### config.mk
export PLATFORM = sky130hd
export DESIGN_NAME = carfield_periph_apb_decoder
export DESIGN_NICKNAME = d
export VERILOG_FILES = /design/src/rtl/carfield_pkg.sv /design/src/rtl/carfield_periph_addr_decode.sv /design/src/rtl/carfield_periph_apb_decoder.sv
export SDC_FILE = /design/constraint.sdc
export NUM_CORES = 1
export LEC_CHECK = 0
export ABC_AREA = 1
export CORE_ASPECT_RATIO = 0.7
export CORE_MARGIN = 5
export CORE_UTILIZATION = 39
export DETAILED_ROUTE_END_ITERATION = 12
export PLACE_DENSITY = 0.81
export SYNTH_ARGS = -nofsm -noshare
export SYNTH_HDL_FRONTEND = slang
export SYNTH_SLANG_ARGS = --single-unit
### constraint.sdc
create_clock -name clk_i -period 2.2 [get_ports clk_i]
set_clock_uncertainty 0.15 [all_clocks]
set_input_delay 0.44 -clock clk_i [delete_from_list [all_inputs] [get_ports clk_i]]
set_output_delay 0.44 -clock clk_i [all_outputs]
set_load 0.01 [all_outputs]
### src/rtl/carfield_pkg.sv
// Shared definitions for the Carfield peripheral APB decoder: decode windows,
// slave indices and the transfer FSM state type.
package carfield_pkg;

   localparam int unsigned NumSlaves = 5;
   localparam logic [31:0] WinSize   = 32'h0000_1000;

   typedef enum logic [2:0] {
      SLV_CAN      = 3'd0,
      SLV_SYSTIMER = 3'd1,
      SLV_ADVTIMER = 3'd2,
      SLV_WATCHDOG = 3'd3,
      SLV_HYPERBUS = 3'd4
   } slave_idx_e;

   typedef enum logic [1:0] {
      ST_IDLE,
      ST_SETUP,
      ST_ACCESS,
      ST_RESP
   } apb_state_e;

   // Entry i is the base of slave_idx_e value i.
   localparam logic [NumSlaves-1:0][31:0] WinBase = {
      32'h2000_9000, 32'h2000_7000, 32'h2000_5000, 32'h2000_4000, 32'h2000_1000
   };

   function automatic logic in_window(input logic [31:0] addr, input logic [31:0] base);
      return (addr >= base) && (addr < base + WinSize);
   endfunction

endpackage

### src/rtl/carfield_periph_addr_decode.sv
// Combinational address decoder: one-hot slave select plus hit flag.
// The CAN window is left unmapped when CanEnable is 0.
module carfield_periph_addr_decode
   import carfield_pkg::*;
#(
   parameter bit CanEnable = 1'b1
) (
   input  logic [31:0]          addr_i,
   output logic [NumSlaves-1:0] sel_o,
   output logic                 hit_o
);

   always_comb begin
      sel_o = '0;
      for (int unsigned i = 0; i < NumSlaves; i++) begin
         sel_o[i] = in_window(addr_i, WinBase[i]);
      end
      if (!CanEnable) begin
         sel_o[SLV_CAN] = 1'b0;
      end
   end

   assign hit_o = |sel_o;

endmodule

### src/rtl/carfield_periph_apb_decoder.sv
// Request/response to 5-slave APB bridge with address decoding.
// Define CARFIELD_APB_TIMEOUT_EN to abort ACCESS after TimeoutCycles cycles.
module carfield_periph_apb_decoder
   import carfield_pkg::*;
#(
   parameter bit          CanEnable     = 1'b1,
   parameter int unsigned TimeoutCycles = 256
) (
   input  logic                    clk_i,
   input  logic                    rst_ni,
   input  logic                    req_valid_i,
   output logic                    req_ready_o,
   input  logic [31:0]             req_addr_i,
   input  logic                    req_write_i,
   input  logic [31:0]             req_wdata_i,
   input  logic [3:0]              req_strb_i,
   output logic                    rsp_valid_o,
   input  logic                    rsp_ready_i,
   output logic [31:0]             rsp_rdata_o,
   output logic                    rsp_err_o,
   output logic [31:0]             paddr_o,
   output logic [NumSlaves-1:0]    psel_o,
   output logic                    penable_o,
   output logic                    pwrite_o,
   output logic [31:0]             pwdata_o,
   output logic [3:0]              pstrb_o,
   input  logic [NumSlaves*32-1:0] prdata_i,
   input  logic [NumSlaves-1:0]    pready_i,
   input  logic [NumSlaves-1:0]    pslverr_i
);

   if (TimeoutCycles < 2 || TimeoutCycles > 65535) begin : g_bad_timeout
      $error("TimeoutCycles must be within 2..65535");
   end

   apb_state_e           state_q, state_d;
   logic [31:0]          addr_q, addr_d, wdata_q, wdata_d, rdata_q, rdata_d;
   logic [3:0]           strb_q, strb_d;
   logic                 write_q, write_d, err_q, err_d, done_q, done_d;
   logic [NumSlaves-1:0] sel_q, sel_d, dec_sel;
   logic                 dec_hit, slv_ready, slv_err, timeout_hit, apb_active;
   logic [31:0]          slv_rdata;

   carfield_periph_addr_decode #(
      .CanEnable(CanEnable)
   ) i_addr_decode (
      .addr_i(req_addr_i),
      .sel_o (dec_sel),
      .hit_o (dec_hit)
   );

   always_comb begin
      slv_rdata = '0;
      for (int unsigned i = 0; i < NumSlaves; i++) begin
         if (sel_q[i]) slv_rdata = slv_rdata | prdata_i[i*32 +: 32];
      end
   end

   assign slv_ready = |(pready_i & sel_q);
   assign slv_err   = |(pslverr_i & sel_q);

`ifdef CARFIELD_APB_TIMEOUT_EN
   logic [15:0] cnt_q, cnt_d;

   assign timeout_hit = (cnt_q == 16'(TimeoutCycles - 1));
   assign cnt_d = (state_q == ST_ACCESS && !done_q && !slv_ready && !timeout_hit)
                  ? cnt_q + 16'd1 : '0;

   always_ff @(posedge clk_i or negedge rst_ni) begin
      if (!rst_ni) cnt_q <= '0;
      else         cnt_q <= cnt_d;
   end
`else
   assign timeout_hit = 1'b0;
`endif

   // done_q marks the one cycle after completion where the APB bus is
   // released while the captured response waits to be presented in RESP.
   always_comb begin
      state_d = state_q;
      addr_d  = addr_q;
      write_d = write_q;
      wdata_d = wdata_q;
      strb_d  = strb_q;
      sel_d   = sel_q;
      rdata_d = rdata_q;
      err_d   = err_q;
      done_d  = done_q;
      unique case (state_q)
         ST_IDLE: begin
            if (req_valid_i) begin
               addr_d  = req_addr_i;
               write_d = req_write_i;
               wdata_d = req_wdata_i;
               strb_d  = req_strb_i;
               sel_d   = dec_sel;
               rdata_d = '0;
               err_d   = !dec_hit;
               done_d  = 1'b0;
               state_d = dec_hit ? ST_SETUP : ST_RESP;
            end
         end
         ST_SETUP: state_d = ST_ACCESS;
         ST_ACCESS: begin
            if (done_q) begin
               done_d  = 1'b0;
               state_d = ST_RESP;
            end else if (slv_ready) begin
               done_d  = 1'b1;
               rdata_d = write_q ? '0 : slv_rdata;
               err_d   = slv_err;
            end else if (timeout_hit) begin
               done_d  = 1'b1;
               rdata_d = '0;
               err_d   = 1'b1;
            end
         end
         ST_RESP: begin
            if (rsp_ready_i) begin
               state_d = ST_IDLE;
               sel_d   = '0;
            end
         end
         default: state_d = ST_IDLE;
      endcase
   end

   always_ff @(posedge clk_i or negedge rst_ni) begin
      if (!rst_ni) begin
         state_q <= ST_IDLE;
         addr_q  <= '0;
         write_q <= 1'b0;
         wdata_q <= '0;
         strb_q  <= '0;
         sel_q   <= '0;
         rdata_q <= '0;
         err_q   <= 1'b0;
         done_q  <= 1'b0;
      end else begin
         state_q <= state_d;
         addr_q  <= addr_d;
         write_q <= write_d;
         wdata_q <= wdata_d;
         strb_q  <= strb_d;
         sel_q   <= sel_d;
         rdata_q <= rdata_d;
         err_q   <= err_d;
         done_q  <= done_d;
      end
   end

   assign apb_active  = (state_q == ST_SETUP) || (state_q == ST_ACCESS && !done_q);
   assign req_ready_o = rst_ni && (state_q == ST_IDLE);
   assign rsp_valid_o = (state_q == ST_RESP);
   assign rsp_rdata_o = rsp_valid_o ? rdata_q : '0;
   assign rsp_err_o   = rsp_valid_o && err_q;
   assign paddr_o     = apb_active ? addr_q : '0;
   assign psel_o      = apb_active ? sel_q : '0;
   assign penable_o   = (state_q == ST_ACCESS) && !done_q;
   assign pwrite_o    = apb_active && write_q;
   assign pwdata_o    = apb_active ? wdata_q : '0;
   assign pstrb_o     = apb_active ? strb_q : '0;

endmodule
# --- After elaboration in Yosys (flattened, before gate mapping) ---
# Index checks and enable logic that the tools add are counted.
totals:
  out_inout_bits: 110
  elab_cells: 87
  ff_bits: 110
op_classes:
  order_cmp: 10
  n_reduce_logical: 23
  bitwise: 6
  n_eq_ne: 8
  muxes: 31
op_table:
  columns: ["operator", "count"]
  rows:
  - ["$mux W32", 12]
  - ["$ge A32 B30 Y1 const B", 5]
  - ["$lt A32 B30 Y1 const B", 5]
  - ["$or A32 B32 Y32", 4]
  - ["$pmux W32 S2", 1]
  - ["$mux W5", 3]
  - ["$reduce_or A5 Y1", 3]
  - ["$and A5 B5 Y5", 2]
  - ["$pmux W5 S2", 1]
  - ["$logic_and A1 B1 Y1", 9]
  - ["$mux W2", 4]
  - ["$ne A2 B2 Y1 const B", 4]
  - ["$pmux W2 S4", 1]
  - ["$mux W1", 6]
  - ["$reduce_and A3 Y1", 2]
  - ["$eq A2 B2 Y1 const B", 2]
  - ["$mux W4", 1]
  - ["$pmux W1 S2", 2]
  - ["$reduce_and A2 Y1", 2]
  - ["$reduce_and A4 Y1", 1]
  - ["$reduce_bool A2 Y1", 2]
  - ["$eq A2 B1 Y1 const B", 1]
  - ["$logic_not A1 Y1", 2]
  - ["$logic_not A2 Y1", 1]
  - ["2 further kinds", 2]

# --- Depth between registers and ports, before layout ---
# Gate-level depths: netlist (run 1).
logic_depth:
  ltp_word: 13
  mapped_depth: 12
  depth_no_buf: 12

# --- Hierarchy ---
# A second synthesis (run 1) with hierarchy kept.
unflattened:
  hier_cells: 1042
  hier_area_um2: 6720.2
by_module_without_submodules:
  columns: ["mod", "cells_each", "n_inst", "seq_area_each_um2", "area_per_inst_um2"]
  rows:
  - ["carfield_periph_apb_decoder", 977, 1, 2752.6, 6401.1]
  - ["carfield_periph_addr_decode", 65, 1, 0.0, 319.1]

# --- Least setup slack after synthesis (run 1) ---
# No wires, ideal clock.
synth_timing:
  path_type: "register -> output"
  start: "register state_q[0]"
  end: "output paddr_o[10]"
  path_stages_with_launch: 9
  path_slack_ns: 0.025
  t_arrival_ns: 1.585
  path_buffers: 2
  required_ns: 1.610
  cell_sequence: "dfrtp_1 > inv_1 > ha_1 > inv_1 > nor2_1 > nor2_1 > buf_2 > buf_2 > nor2_1"
synth_between:
  elab_chain_len: 4
  word_cells_on_any_way: 5
  classes_between: "eq/ne (2); mux (1); reduce/logical (2)"
synth_rtl:
  columns: ["element", "line_no", "source"]
  rows:
  - ["from (decl)", "carfield_periph_apb_decoder.sv:36", "apb_state_e state_q, state_d;"]
  - ["from (signal assigned)", "carfield_periph_apb_decoder.sv:140", "state_q <= state_d;"]
  - ["$eq A2 B2 Y1", null, null]
  - ["$logic_and A1 B1 Y1", null, null]
  - ["via penable_o", "carfield_periph_apb_decoder.sv:23", "output logic penable_o,"]
  - ["$logic_or A1 B1 Y1", "carfield_periph_apb_decoder.sv:152", "assign apb_active = (state_q == ST_SETUP) || (state_q == ST_ACCESS && !done_q);"]
  - ["$mux W32", "carfield_periph_apb_decoder.sv:157", "assign paddr_o = apb_active ? addr_q : '0;"]
  - ["to (decl)", "carfield_periph_apb_decoder.sv:21", "output logic [31:0] paddr_o,"]
# The timed path passes the listed nets, and every way through them passes these cells.

# --- Final worst setup path (run 1) ---
layout_timing:
  start: "register state_q[0]"
  end: "output paddr_o[13]"
layout_between:
  elab_chain_len: 4
  word_cells_on_any_way: 5
  classes_between: "eq/ne (2); mux (1); reduce/logical (2)"
layout_rtl:
  columns: ["element", "line_no"]
  rows:
  - ["$eq A2 B2 Y1", "carfield_periph_apb_decoder.sv:152"]
  - ["$logic_and A1 B1 Y1", "carfield_periph_apb_decoder.sv:152"]
  - ["$logic_or A1 B1 Y1 (*)", "carfield_periph_apb_decoder.sv:152"]
  - ["$mux W32 (*)", "carfield_periph_apb_decoder.sv:157"]
# Every way passes the cells marked *; elsewhere a longest branch is shown, timed or not.

==> results.toml, run 1 <==
[clocking]
clk_path_buf_depth = 2
cts_buffers = 9
holdBufCountCts = 0
cts_max_level = 3
clk_pin_slew_worst_paths_ns = 0.07
cts_root_buf = "clkbuf_16"
tritoncts = "yes"
clock_latency_ns = 0.34
cts_num_sinks = 110

[setup_path]
end_kind = "output port"
rr_worst_depth = 13
crit_buf_inv = 7
path_class = "flop to output port"
crit_fanout = 4
rrSetupSlack_ns = 0
crit_slowest_cell = "dfrtp_1"
cp-start-kind = "flop"
critical_path_depth = 11
crit_path_max_incr_delay_ns = 0.40
path_cells = "inv_2 -> ha_4 -> inv_4 -> nor2_4 -> nor2_4 -> buf_12 -> buf_12 -> buf_6 -> buf_6 -> nor2_4 -> buf_6"
cp.arrival_ns = 1.92
critical_path_required_ns = 1.61
critPathTopFamily = "buffers and inverters"

[global_route]
grt-ovfl-total = 0
antenna_found_initial = 0
grt_max_degree = 111
grt_pass1_wl_mm = 34.9
grt_pass1_vias = 6857
grt_usage_pct = 22.9

[synth]
syn_inst = 923
synthTopCellsByArea = "dfrtp_1, nand2_1, inv_1, nor2_1, o21ai_0"
yosys_warnings = 0
synthTopCellsByCount = "nand2_1, inv_1, dfrtp_1"
syn_area_um2 = 6330
synth_fp_nets = 1170
yosys.area.top_type = "dfrtp_1"
synth-async-reset-ratio_pct = 100
ys.flop_type = "dfrtp_1"
synth_edf_count = 0
ys_seq_area_share_pct = 43.5
yosysUniqueCellTypes = 27
synth_top_area_share_pct = 43.5
synth.avg_cell_area_um2 = 6.86
synth_seq_cells = 110
yosysMostFrequentCell = "nand2_1"

[pwr]
power.density_nw_per_um2 = 1100
power_leakage_nw = 5.54
ir_drop_mv = 1.13

[finish]
nNetsFinal = 1550
layout-area-overhead-vs-synth_pct = 75.4
drive_gt1_share_pct = 21.6
fillers = 1281
diodes = 0

[sta]
fin_ws_ns = -0.313
relSlewSlack_pct = 61.7
min_period_ns = 2.51
setup_tns_ns = -15.40
hold_viol_final = 0
clock.fmax_mhz = 398
report.final.setup_viol = 84
tightest_slew_ns = 0.575
slew_violations = 0
fin_crit_sh_pct = 114
rsz0062_at_grt = "true"

[die]
row_count = 39
initial_core_util_pct = 39.3
die_w_um = 162
coreArea_um2 = 16100
die-area_um2 = 18900
boundaryPins = 353
die_h_um = 117

[placement]
gp_congestion = 0.878
place_ws_ns = -0.219
place_hpwl_mm = 17.2
port_buffers = 352

[routing]
ant_nets = 0
drt_iter0_markers = 453
wl_per_cell_um = 16.5
wirelength_mm = 25.0
firstDrtPassIters = 5
drc = 0
via_count = 7382
via_per_inst = 4.88

[run]
maxCapViolCount = 0

[outcome]
outcome = "complete, but fails checks"
violations = "setup timing"

[min_path]
holdCritPathClass = "input pin to async pin"
-- placed cells by master (no fill, tap or decap), types with 6 or more instances in the layout --
cell             instances
nand2_1                362
clkdlybuf4s50_1        241
inv_1                  123
dfrtp_1                110
o21ai_0                 71
buf_6                   63
buf_2                   46
nor2_1                  41
nor2_4                  38
a221oi_1                32
buf_4                   30
nor2_2                  21
o21ai_1                 19
clkbuf_2                17
o21ai_2                 13
clkbuf_16               11
dlygate4sd2_1            9
buf_12                   8
inv_2                    6
-- worst reg2reg max path, delay by kind of cell (launching register included) --
kind                       cells  cell delay (ns)
buffers and inverters          7             0.87
adders and majority gates      1             0.18
and+or+nand+nor                3             0.31
AOI/OAI and AO/OA              2             0.21
DFF                            1             0.37
-- area by class of cell --
type                       count  area, um^2  share of cell area [%]
timing repair buffer         425        4120                    37.1
multi-input combinational    625        3190                    28.8
sequential                   110        2750                    24.8
inverter                     132         503                    4.53
tap                          205         256                    2.31
clock buffer                   9         225                    2.03
clock inverter                 6        55.1                   0.496
-- final timing paths --
kind | start | endpoint
setup / recovery | state_q[0] | paddr_o[13]
hold / removal | rst_ni | rdata_q[27]
setup reg to reg | state_q[0] | rdata_q[10]
hold reg to reg | rdata_q[31] | rdata_q[31]
max in group asynchronous | rst_ni | wdata_q[4]
min in group clk_i | rdata_q[31] | rdata_q[31]
-- through the flow --
stage	power (W)	util [%]	instance area [um^2]	hold slack (ns)	std cells
floorplan	0.00550	-	6330	-0.00559	923
global placement	0.00811	63.0	10100	0.313	1454
detailed placement	0.00823	63.0	10100	0.319	1454
CTS	0.0104	65.7	10600	0.0599	1497
global route	0.0130	69.0	11100	0.0997	1512
finish	0.0122	69.0	11100	0.0487	1512
-- sequential cells by signal, summed over array words and instances, names as in the netlist, 2 cells and up --
signal / count
addr_q: 32
rdata_q: 32
wdata_q: 32
sel_q: 5
strb_q: 4
state_q: 2
-- report_power, final --
part	switching, W	internal [W]
clock network	0.000771	0.000783
logic	0.00401	0.00377
registers	0.000212	0.00266
-- cells by family after synthesis --
logic type | share of synthesized area (%)
AO/OA/AOI/OAI | 14.9
adder cells (fa/ha/maj) | 0.790
buffers and inverters | 12.5
flip-flops | 43.5
AND/OR/NAND/NOR | 28.4
-- per-layer routing --
| layer | up-vias | global-route usage, % | part of all wire, % |
|---|---|---|---|
| met5 | - | 0 | 0 |
| met4 | 0 | 7.38 | 2.7 |
| met3 | 49 | 7.34 | 9.2 |
| met2 | 312 | 38.9 | 48 |
| met1 | 3413 | 28.2 | 40 |
| li1 | 3608 | - | - |
-- what timing repair did --
item	in CTS	in global routing
setup endpoints to repair	110	147
setup buffers	25	15
resized for setup	349	223
cloned	3	5
pin swaps	3	19
Power figures use the tool's default switching activity.
==> run 2, diff against run 1 <==
--- a/config.mk
+++ b/config.mk
@@ -8,9 +8,10 @@
 export ABC_AREA = 1
 export CORE_ASPECT_RATIO = 0.7
 export CORE_MARGIN = 5
-export CORE_UTILIZATION = 39
+export CORE_UTILIZATION = 42
 export DETAILED_ROUTE_END_ITERATION = 12
-export PLACE_DENSITY = 0.81
+export PLACE_DENSITY = 0.86
+export SLEW_MARGIN = 40
 export SYNTH_ARGS = -nofsm -noshare
 export SYNTH_HDL_FRONTEND = slang
 export SYNTH_SLANG_ARGS = --single-unit
==> constraint.sdc (replaced) <==
create_clock -name clk_i -period 3.2 [get_ports clk_i]
set_clock_uncertainty 0.15 [all_clocks]
set_input_delay 0.64 -clock clk_i [delete_from_list [all_inputs] [get_ports clk_i]]
set_output_delay 0.64 -clock clk_i [all_outputs]
set_load 0.01 [all_outputs]
==> results.toml, run 2 (synthesis gave the netlist of run 1 again) <==
[sta]
fin_crit_sh_pct = 96.1
min_period_ns = 3.08
slew_violations = 0
relSlewSlack_pct = 56.1
report.final.setup_viol = 0
fin_ws_ns = 0.125
clock.fmax_mhz = 325
tightest_slew_ns = 0.659
hold_viol_final = 0

[die]
die_w_um = 157
die_h_um = 113
row_count = 37
initial_core_util_pct = 43.0
boundaryPins = 353
die-area_um2 = 17700
coreArea_um2 = 14700

[placement]
gp_congestion = 0.861
place_ws_ns = 0.301
port_buffers = 352
place_hpwl_mm = 17.2
dpl.cell_count = 1428

[global_route]
grt_pass1_vias = 6824
grt_usage_pct = 23.8
grt-ovfl-total = 0
grt_max_degree = 83
antenna_found_initial = 0
grt_pass1_wl_mm = 34.2

[routing]
wirelength_mm = 21.7
drc = 0
via_count = 6895
wl_per_cell_um = 15.0
firstDrtPassIters = 4
drt_iter0_markers = 460
via_per_inst = 4.77
ant_nets = 0

[finish]
final_common_cell = "nand2_1"
mostFrequentLayoutCells = "nand2_1, clkdlybuf4s50_1, inv_1"
stdcell_count = 1444
largest_registers = "addr_q x32, rdata_q x32, wdata_q x32"
diodes = 0
drive_gt1_share_pct = 4.72
nNetsFinal = 1491
fin_util_pct = 70.0
layout-area-overhead-vs-synth_pct = 62.8

[outcome]
outcome = "complete, no violations"

[run]
maxCapViolCount = 0

[setup_path]
cp-start-kind = "flop"
critical_path_required_ns = 2.41
path_class = "flop to output port"
crit_fanout = 74
end_kind = "output port"
cp.arrival_ns = 2.29

[clocking]
clk_path_buf_depth = 2
post_cts_buffers = 0
cts_root_buf = "clkbuf_16"
cts_num_sinks = 110
cts_max_level = 3
clk_pin_slew_worst_paths_ns = 0.08
tritoncts = "yes"
cts_buffers = 9
clock_latency_ns = 0.34

[pwr]
ir_drop_mv = 0.529
power_leakage_nw = 4.98
power.density_nw_per_um2 = 635

[min_path]
holdCritPathClass = "input pin to async pin"
[run 2: cell count changes in the layout (fill, tap and decap cells not counted), moves of 4 or more]
| cell | delta |
|---|---|
| dlygate4sd2_1 | -9 |
| dlymetal6s2s_1 | +4 |
| buf_2 | -46 |
| buf_12 | -4 |
| nor2_2 | -18 |
| buf_4 | -20 |
| nor2_4 | -36 |
| clkdlybuf4s50_1 | +105 |
| nor2_1 | +54 |
| buf_8 | -5 |
| buf_6 | -63 |
| clkbuf_2 | -17 |
[run 2: layout make-up]
| class | count | area [um^2] |
|---|---|---|
| timing repair buffer | 366 | 3690 |
| inverter | 132 | 498 |
| clock inverter | 6 | 78.8 |
| fill | 1178 | 4410 |
| sequential | 110 | 2750 |
| multi-input combinational | 625 | 2810 |
| clock buffer | 10 | 229 |
| tap | 195 | 244 |
[run 2: worst paths after layout]
check	to	slack, ns	cells past startpoint	from
setup / recovery	psel_o[1]	0.12	8	state_q[0]
hold / removal	addr_q[18]	0.15	2	rst_ni
setup reg to reg	rdata_q[7]	0.99	9	state_q[0]
hold reg to reg	rdata_q[17]	0.34	2	rdata_q[17]
max in group asynchronous	rdata_q[20]	1.71	3	rst_ni
min in group clk_i	rdata_q[17]	0.34	2	rdata_q[17]
[run 2: what timing repair did]
action,CTS,global route
hold buffers,0,0
gates resized for setup,1,9
pin swaps,0,1
endpoints found under the setup margin,74,74
[run 2: routing by layer]
layer  global-route usage, %  wire length, um  up-vias
li1                        -                -     3477
met1                    30.3             8890     3128
met2                    40.3            10500      256
met3                    6.35             1860       34
met4                    6.18              468        0
met5                       0                0        -
[run 2: critical path, stage by stage, from the launching register on]
cell	delay (ns)
dfrtp_1	0.41
inv_1	0.11
ha_2	0.22
inv_2	0.08
nor2_4	0.17
nor2_4	0.05
buf_12	0.19
nor2_1	0.14
clkdlybuf4s50_1	0.56
[run 2: power by group]
group          total [W]  switching, W  leakage, nW  internal (W)
Clock            0.00115      0.000528        0.151      0.000623
Sequential       0.00198      0.000146         1.42       0.00183
Combinational    0.00342       0.00186         3.42       0.00156
[run 2: metrics by stage]
| step | TNS [ns] | area [um^2] | total power, W | hold slack [ns] |
|---|---|---|---|---|
| finish | 0 | 10300 | 0.00655 | 0.153 |
| global route | -0.0127 | 10300 | 0.00704 | 0.172 |
| CTS | 0 | 10300 | 0.00661 | 0.153 |
| detailed placement | 0 | 9980 | 0.00544 | 0.319 |
| global placement | 0 | 9970 | 0.00534 | 0.315 |
| floorplan | 0 | 6330 | 0.00378 | 0.194 |
==> run 3, diff against run 2 <==
--- a/config.mk
+++ b/config.mk
@@ -11,7 +11,7 @@
 export CORE_UTILIZATION = 42
 export DETAILED_ROUTE_END_ITERATION = 12
 export PLACE_DENSITY = 0.86
-export SLEW_MARGIN = 40
+export SLEW_MARGIN = 20
 export SYNTH_ARGS = -nofsm -noshare
 export SYNTH_HDL_FRONTEND = slang
 export SYNTH_SLANG_ARGS = --single-unit
==> results.toml, run 3 (synthesis gave the netlist of run 1 again) <==
[pwr]
p_sw_w = 0.00255
power.internal_w = 0.00401
combPwrFrac_pct = 52.3
seqPwrFrac_pct = 30.1
p_sw_share_pct = 38.8
p_clk_share_pct = 17.6
power.density_nw_per_um2 = 635
power_leakage_nw = 5.07
ir_drop_mv = 0.546

[sta]
report.final.setup_viol = 0
clock.fmax_mhz = 326
fin_crit_sh_pct = 95.9
fin_ws_ns = 0.130
min_period_ns = 3.07
hold_viol_final = 0
rsz0062_at_grt = "false"
slew_violations = 0
tightest_slew_ns = 0.748
relSlewSlack_pct = 50.2
setup_tns_ns = 0

[global_route]
grt_pass1_wl_mm = 34.3
grt_usage_pct = 23.7
antenna_found_initial = 0
grt_max_degree = 83
grt_pass1_vias = 6731
grt-ovfl-total = 0

[outcome]
outcome = "complete, no violations"

[finish]
mostFrequentLayoutCells = "nand2_1, clkdlybuf4s50_1, inv_1"
drive_gt1_share_pct = 4.72
nNetsFinal = 1492
diodes = 0
ff_latch_area_um2 = 2750
multi_input_area_um2 = 2810
layout-area-overhead-vs-synth_pct = 63.0
design_area_um2 = 10300
final_common_cell = "nand2_1"
fin_util_pct = 70.1
largest_registers = "addr_q x32, rdata_q x32, wdata_q x32"
fillers = 1187

[clocking]
clock_latency_ns = 0.34
clk_pin_slew_worst_paths_ns = 0.08
cts_max_level = 3
clk_path_buf_depth = 2
cts_root_buf = "clkbuf_16"
tritoncts = "yes"
cts_num_sinks = 110
cts_buffers = 9

[setup_path]
path_class = "flop to output port"
crit_fanout = 74
cp-start-kind = "flop"
path_cells = "inv_1 -> ha_2 -> inv_2 -> nor2_4 -> nor2_4 -> buf_12 -> nor2_1 -> clkdlybuf4s50_1"
crit_slowest_cell = "clkdlybuf4s50_1"
end_kind = "output port"
crit_path_max_incr_delay_ns = 0.56
critPathMostFrequentCell = "nor2_4"
critical_path_required_ns = 2.41
cp.arrival_ns = 2.28

[die]
initial_core_util_pct = 43.0
boundaryPins = 353
die_w_um = 157
die_h_um = 113
coreArea_um2 = 14700
die-area_um2 = 17700
row_count = 37

[routing]
drc = 0
wl_per_cell_um = 15.1
via_count = 6876
via_per_inst = 4.76
ant_nets = 0
firstDrtPassIters = 5
drt_iter0_markers = 488
wirelength_mm = 21.9

[min_path]
holdCritPathClass = "input pin to async pin"

[placement]
place_ws_ns = 0.305
place_hpwl_mm = 17.0
gp_congestion = 0.861
port_buffers = 352
placed_area_um2 = 9970

[run]
maxCapViolCount = 0
-- run 3: path summary, 6_finish.rpt --
| path | slack (ns) | to | startpoint | depth (start not counted) |
|---|---|---|---|---|
| setup / recovery | 0.13 | paddr_o[20] | state_q[0] | 8 |
| hold / removal | 0.15 | addr_q[18] | rst_ni | 2 |
| setup reg to reg | 0.96 | rdata_q[7] | state_q[0] | 9 |
| hold reg to reg | 0.34 | rdata_q[20] | rdata_q[20] | 2 |
| max in group asynchronous | 1.68 | wdata_q[13] | rst_ni | 3 |
| min in group clk_i | 0.34 | rdata_q[20] | rdata_q[20] | 2 |
-- run 3: layout make-up --
type / count / area share (%)
sequential: 110 / 26.7
tap: 195 / 2.36
multi-input combinational: 625 / 27.2
clock buffer: 10 / 2.22
clock inverter: 6 / 0.763
inverter: 132 / 4.82
timing repair buffer: 367 / 36.0
-- run 3: per-layer routing --
metal	vias to the layer above	track usage, %	part of all wire [%]	routed length (um)
li1	3482	-	-	-
met1	3086	30.5	40	8820
met2	283	40.3	49	10700
met3	25	6.73	9.2	2000
met4	0	4.62	1.4	311
met5	-	0	0	0
-- run 3: power by group through the flow --
stage	clock network, W	logic [W]	registers (W)
after floorplan	0	0.00183	0.00196
after CTS	0.00118	0.00345	0.00198
after detailed placement	0	0.00343	0.00200
final	0.00116	0.00343	0.00198
after global routing	0.00123	0.00378	0.00202
after global placement	0	0.00336	0.00198
-- run 3: worst max-delay path: cells and delay by family (launching register included) --
family	cells	cell delay, ns
buf+inv	4	0.94
flops	1	0.41
simple gates	3	0.33
fa+ha+maj	1	0.22
-- run 3: repair_timing --
action	CTS	global route
pin swaps	0	0
setup buffers	0	1
setup endpoints to repair	74	74
hold buffers	0	0
hold endpoints to repair	0	0
resized for setup	1	13
-- run 3: through the flow --
| stage | std cells | hold WS (ns) | power (W) |
|---|---|---|---|
| 5_1_grt | 1445 | 0.172 | 0.00704 |
| 4_1_cts | 1444 | 0.149 | 0.00661 |
| 6_report | 1445 | 0.150 | 0.00656 |
| 3_3_place_gp | 1428 | 0.315 | 0.00534 |
| 2_1_floorplan | 923 | 0.194 | 0.00378 |
| 3_5_place_dp | 1428 | 0.319 | 0.00543 |
